File: config.mk
export PLATFORM = sky130hd
export DESIGN_NAME = sr_write_arb
export DESIGN_NICKNAME = d
export VERILOG_FILES = /design/src/rtl/sr_write_arb.sv
export SDC_FILE = /design/constraint.sdc
export NUM_CORES = 1
export LEC_CHECK = 0
export CORE_ASPECT_RATIO = 1.1
export CORE_UTILIZATION = 49
export CTS_CLUSTER_DIAMETER = 30
export DETAILED_ROUTE_END_ITERATION = 7
export PLACE_DENSITY = 0.82
export SLEW_MARGIN = 0
export SYNTH_ARGS = -nofsm -noshare
export SYNTH_HDL_FRONTEND = slang
export SYNTH_SLANG_ARGS = --single-unit
File: constraint.sdc
create_clock -name iw_clk -period 7.1 [get_ports iw_clk]
set_clock_uncertainty 0.1 [all_clocks]
set_input_delay 0.71 -clock iw_clk [delete_from_list [all_inputs] [get_ports iw_clk]]
set_output_delay 0.71 -clock iw_clk [all_outputs]
set_load 0.005 [all_outputs]
File: src/rtl/sr_write_arb.sv
// SR write-port arbiter: trap has fixed top priority, writeback and the SSP adjust
// engine share the remaining slot round-robin. Also holds the SSP read/check/write FSM.
module sr_write_arb #(
    parameter int DW      = 48,
    parameter int AW      = 4,
    parameter int SSP_IDX = 1
) (
    input  logic          iw_clk,
    input  logic          iw_rst,

    input  logic          iw_trap_valid,
    input  logic [AW-1:0] iw_trap_addr,
    input  logic [DW-1:0] iw_trap_data,
    output logic          ow_trap_ready,

    input  logic          iw_wb_valid,
    input  logic [AW-1:0] iw_wb_addr,
    input  logic [DW-1:0] iw_wb_data,
    output logic          ow_wb_ready,

    input  logic          iw_adj_valid,
    input  logic          iw_adj_dec,
    input  logic [11:0]   iw_adj_amt,
    output logic          ow_adj_ready,
    output logic          ow_adj_done,
    output logic          ow_adj_fault,
    output logic [DW-1:0] ow_adj_result,

    output logic [AW-1:0] ow_rf_raddr,
    input  logic [DW-1:0] iw_rf_rdata,

    output logic          ow_rf_we,
    output logic [AW-1:0] ow_rf_waddr,
    output logic [DW-1:0] ow_rf_wdata
);

    localparam logic [AW-1:0] SSP_ADDR = AW'(SSP_IDX);

    typedef enum logic [1:0] {
        ST_IDLE,
        ST_READ,
        ST_CHECK,
        ST_WRITE
    } adj_state_e;

    // Bit DW of the result flags overflow on increment and borrow on decrement.
    function automatic logic [DW:0] ssp_adjust(input logic [DW-1:0] old_val,
                                               input logic          dec,
                                               input logic [11:0]   amt);
        logic [DW:0] amt_ext;
        amt_ext = (DW+1)'(amt);
        if (dec) begin
            return {1'b0, old_val} - amt_ext;
        end
        return {1'b0, old_val} + amt_ext;
    endfunction

    adj_state_e    state_q, state_d;
    logic          ptr_q, ptr_d;
    logic          dec_q, dec_d;
    logic [11:0]   amt_q, amt_d;
    logic [DW-1:0] old_q, old_d;
    logic [DW-1:0] new_q, new_d;
    logic          done_q, done_d;
    logic          fault_q, fault_d;
    logic [DW-1:0] result_q, result_d;

    logic          adj_req;
    logic          trap_gnt;
    logic          wb_gnt;
    logic          adj_gnt;
    logic          ssp_hit;
    logic [DW:0]   adj_sum;

    // ptr_q == 0 favours writeback on contention, 1 favours the adjust write.
    always_comb begin
        adj_req  = (state_q == ST_WRITE);
        trap_gnt = 1'b0;
        wb_gnt   = 1'b0;
        adj_gnt  = 1'b0;
        if (!iw_rst) begin
            if (iw_trap_valid) begin
                trap_gnt = 1'b1;
            end else if (iw_wb_valid && adj_req) begin
                if (ptr_q) begin
                    adj_gnt = 1'b1;
                end else begin
                    wb_gnt = 1'b1;
                end
            end else begin
                wb_gnt  = iw_wb_valid;
                adj_gnt = adj_req;
            end
        end
        ssp_hit = (trap_gnt && (iw_trap_addr == SSP_ADDR)) ||
                  (wb_gnt && (iw_wb_addr == SSP_ADDR));
    end

    always_comb begin
        ow_rf_we    = trap_gnt | wb_gnt | adj_gnt;
        ow_rf_waddr = '0;
        ow_rf_wdata = '0;
        if (trap_gnt) begin
            ow_rf_waddr = iw_trap_addr;
            ow_rf_wdata = iw_trap_data;
        end else if (wb_gnt) begin
            ow_rf_waddr = iw_wb_addr;
            ow_rf_wdata = iw_wb_data;
        end else if (adj_gnt) begin
            ow_rf_waddr = SSP_ADDR;
            ow_rf_wdata = new_q;
        end
    end

    assign ow_trap_ready = trap_gnt;
    assign ow_wb_ready   = wb_gnt;
    assign ow_adj_ready  = !iw_rst && (state_q == ST_IDLE);
    assign ow_adj_done   = done_q;
    assign ow_adj_fault  = fault_q;
    assign ow_adj_result = result_q;
    assign ow_rf_raddr   = SSP_ADDR;

    always_comb begin
        state_d  = state_q;
        ptr_d    = ptr_q;
        dec_d    = dec_q;
        amt_d    = amt_q;
        old_d    = old_q;
        new_d    = new_q;
        done_d   = 1'b0;
        fault_d  = fault_q;
        result_d = result_q;
        adj_sum  = ssp_adjust(old_q, dec_q, amt_q);

        if (wb_gnt) begin
            ptr_d = 1'b1;
        end else if (adj_gnt) begin
            ptr_d = 1'b0;
        end

        // A granted foreign write to the SSP after the read makes old_q stale.
        unique case (state_q)
            ST_IDLE: begin
                if (iw_adj_valid) begin
                    dec_d   = iw_adj_dec;
                    amt_d   = iw_adj_amt;
                    state_d = ST_READ;
                end
            end
            ST_READ: begin
                old_d   = iw_rf_rdata;
                state_d = ST_CHECK;
            end
            ST_CHECK: begin
                if (ssp_hit) begin
                    state_d = ST_READ;
                end else if (adj_sum[DW]) begin
                    done_d   = 1'b1;
                    fault_d  = 1'b1;
                    result_d = old_q;
                    state_d  = ST_IDLE;
                end else begin
                    new_d   = adj_sum[DW-1:0];
                    state_d = ST_WRITE;
                end
            end
            ST_WRITE: begin
                if (ssp_hit) begin
                    state_d = ST_READ;
                end else if (adj_gnt) begin
                    done_d   = 1'b1;
                    fault_d  = 1'b0;
                    result_d = new_q;
                    state_d  = ST_IDLE;
                end
            end
            default: state_d = ST_IDLE;
        endcase
    end

    always_ff @(posedge iw_clk) begin
        if (iw_rst) begin
            state_q  <= ST_IDLE;
            ptr_q    <= 1'b0;
            dec_q    <= 1'b0;
            amt_q    <= '0;
            done_q   <= 1'b0;
            fault_q  <= 1'b0;
            result_q <= '0;
        end else begin
            state_q  <= state_d;
            ptr_q    <= ptr_d;
            dec_q    <= dec_d;
            amt_q    <= amt_d;
            done_q   <= done_d;
            fault_q  <= fault_d;
            result_q <= result_d;
        end
    end

    // Operand holding registers are only meaningful once the FSM has advanced past them.
    always_ff @(posedge iw_clk) begin
        old_q <= old_d;
        new_q <= new_d;
    end

endmodule
==> reports/results.ini <==
[setup_path]
crit_path_end_kind=register
crit_path_max_fanout=27
required_ps=7090
reg2reg_depth=14
critPathLaunchType=register
r2r-start=amt_q[6]$_SDFFE_PP0P_
r2r-end=new_q[34]$_DFFE_PP_
rrSetupSlack_ps=1740
worstSetupPathType=reg -> reg
startpoint=amt_q[6]$_SDFFE_PP0P_
crit_end=new_q[34]$_DFFE_PP_
worst_ep_arrival_time_ps=5350

[place]
place.port_buffers=275
hpwl_um=22580
dpl_cell_area_mm2=0.01275
place_congestion=0.9149

[logic_synthesis]
yosys_warnings=0
synth-xor-area-share_pct=4.813
synth.avg_cell_area_um2=9.461
yosys.area.top_type=edfxtp_1
synthCells=1058
synthSimpleGateAreaFrac_pct=16.64
synthFlopType=edfxtp_1
async_flop_share_pct=0
synth_top_family_by_area=compound AO/OA/AOI/OAI gates
synthAdderAreaFrac_pct=6.450
synth_area_mm2=0.01001
seq_area_frac_synth_pct=42.00
synth_edf_count=96
netlist.area_leader.share_pct=28.80
synth_compound_area_share_pct=22.45
yosysUniqueCellTypes=71
synth_area_leaders=edfxtp_1 29%, dfxtp_1 13%, ha_1 6.3%
ys_ff_latch=162
synthMuxAreaShare_pct=0.5625

[die]
io_pins=280
coreArea_mm2=0.01993
start_util_pct=50.22
die_h_um=151.9
die_area_mm2=0.02100
rows=54
die_w_um=138.3

[route]
firstDrtPassIters=8
wl_um=31960
via_per_inst=6.264
antenna_left=0
route.detailed.drc=48
drt_first_iter_violations=1167
vias=9634
detail_route.wl_per_cell_um=20.78

[timing]
relSlewSlack_pct=22.39
drv_slew=0
worst_pin_slew_ps=1164
hold_viol_final=0
rsz0062_at_grt=no
fin_crit_ps=5360
min_period_over_period_pct=75.49
final.setup.tns_ps=0
setup_viol=0
max_freq_mhz=186.6

[finish]
stdcell_area_mm2=0.01332
drive_gt1_share_pct=6.687
area_delta_synth_final_pct=33.09
final_cell_mix=274 x clkdlybuf4s50_1, 108 x nand2_1, 96 x edfxtp_1, 71 x inv_1, 70 x a21oi_1
fill_cells=1618
final_common_cell=clkdlybuf4s50_1
nets=1494
diodes=0
seqCellArea_mm2=0.004207
multi_input_area_mm2=0.005147

[global_routing]
grt_start_max_net_pins=73
grtUsageMet1_pct=39.06
grt_pass1_wl_um=50830
grt.total_usage_pct=30.63
grt-busiest-layer=met2
grt_use_met2_pct=52.92
overflow=0
grt_pass1_vias=9225
grt_use_met3_pct=5.610
antenna_found_initial=0

[cts]
clk_latency_ps=430
clk_pin_slew_ps=60
cts_hold_buf=0
cts-root-buf=clkbuf_16
clockBufferDepth=2
htreeDepth=4
cts_buffers=17
clock-sinks=162
cts_tree=yes
postCtsSetupRepairBufs=0
cts_resized=0

[power_and_ir_drop]
p_per_area_mw_per_mm2=412.1
peakVddDrop_v=0.0002321
leakagePower_nw=5.170

[worst_hold_path]
holdCritPathClass=reg -> reg

[run_status]
outcome=finished, violations left
failed_checks=DRC

[job]
cap_violations=0

[per-layer routing]
metal	routed length, um	vias to the layer above
li1	-	4463
met4	658	0
met3	2539	58
met1	13090	4621
met5	0	-
met2	15670	492
[power breakdown]
group / total [W] / internal [W] / switching, W
clock network: 0.000901 / 0.000527 / 0.000374
registers: 0.00161 / 0.00141 / 0.000192
logic: 0.00298 / 0.00127 / 0.00172
total: 0.00549 / 0.00321 / 0.00228
[critical path, stage by stage (launching register included)]
cell and delay, ps:
dfxtp_1 350, nor3_1 340, nand2_1 130, nor4_1 720
a21o_1 430, ha_1 320, nand2_1 140, or3_1 390
o221ai_1 240, a311oi_2 110, nor3_2 380, a21oi_1 140
xnor2_1 200, nor2_4 530, buf_4 460
[how the worst min path moves through the flow]
stage	startpoint	end	slack (ps)	cells past startpoint
after floorplan	amt_q[11]$_SDFFE_PP0P_	amt_q[11]$_SDFFE_PP0P_	350	2
after global placement	ptr_q$_SDFFE_PP0P_	ptr_q$_SDFFE_PP0P_	370	2
after detailed placement	amt_q[9]$_SDFFE_PP0P_	amt_q[9]$_SDFFE_PP0P_	380	2
after CTS	amt_q[9]$_SDFFE_PP0P_	amt_q[9]$_SDFFE_PP0P_	380	2
after global routing	amt_q[11]$_SDFFE_PP0P_	amt_q[11]$_SDFFE_PP0P_	400	2
final	amt_q[9]$_SDFFE_PP0P_	amt_q[9]$_SDFFE_PP0P_	390	2
[cell usage after synthesis, types with 7 or more instances]
library cell  instances
a21o_1               27
a21oi_1              70
a222oi_1             48
a311oi_1             30
a311oi_2             21
a31oi_1              10
buf_2                 9
buf_4                10
clkbuf_1             62
dfxtp_1              66
edfxtp_1             96
ha_1                 50
inv_1                71
nand2_1             109
nand3_1              63
nand4_1              14
nor2_1               42
nor2b_1               8
nor3_1               15
nor4_1               50
o21ai_0              22
o21bai_1              7
xnor2_1              38
xor2_1               17
[kinds of logic (layout without fill, tap and decap cells)]
| family | after synthesis | in the layout |
|---|---|---|
| buffers and inverters | 162 | 388 |
| DFF | 162 | 162 |
| AOI/OAI and AO/OA | 285 | 285 |
| other | 2 | 4 |
| and+or+nand+nor | 336 | 336 |
| muxes | 5 | 5 |
| adders and majority gates | 51 | 51 |
| xor gates and xnor gates | 55 | 55 |
[sequential cells by signal (all words and copies together) (netlist names)]
name,cells
old_q,48
ow_adj_fault,1
ptr_q,1
amt_q,12
ow_adj_done,1
dec_q,1
state_q,2
ow_adj_result,48
new_q,48
[per-stage QoR]
| step | hold WS, ps | setup slack, ps | cells | utilization [%] | power [W] |
|---|---|---|---|---|---|
| 2_1_floorplan | 349.0 | 1316 | 1060 | - | 0.003597 |
| 6_report | 386.1 | 1740 | 1538 | 66.84 | 0.005489 |
| 3_3_place_gp | 368.2 | 1994 | 1506 | 63.99 | 0.004508 |
| 4_1_cts | 383.0 | 1741 | 1538 | 66.84 | 0.005456 |
| 3_5_place_dp | 375.6 | 1728 | 1506 | 63.99 | 0.004525 |
| 5_1_grt | 403.3 | 1300 | 1538 | 66.84 | 0.005837 |
[cell type report]
type | instances | area share, %
clock buffer | 23 | 3.438
inverter | 72 | 2.029
timing repair buffer | 284 | 21.13
multi-input combinational | 736 | 38.64
tap | 252 | 2.367
sequential | 162 | 31.58
clock inverter | 9 | 0.8171
Power figures use the tool's default switching activity.
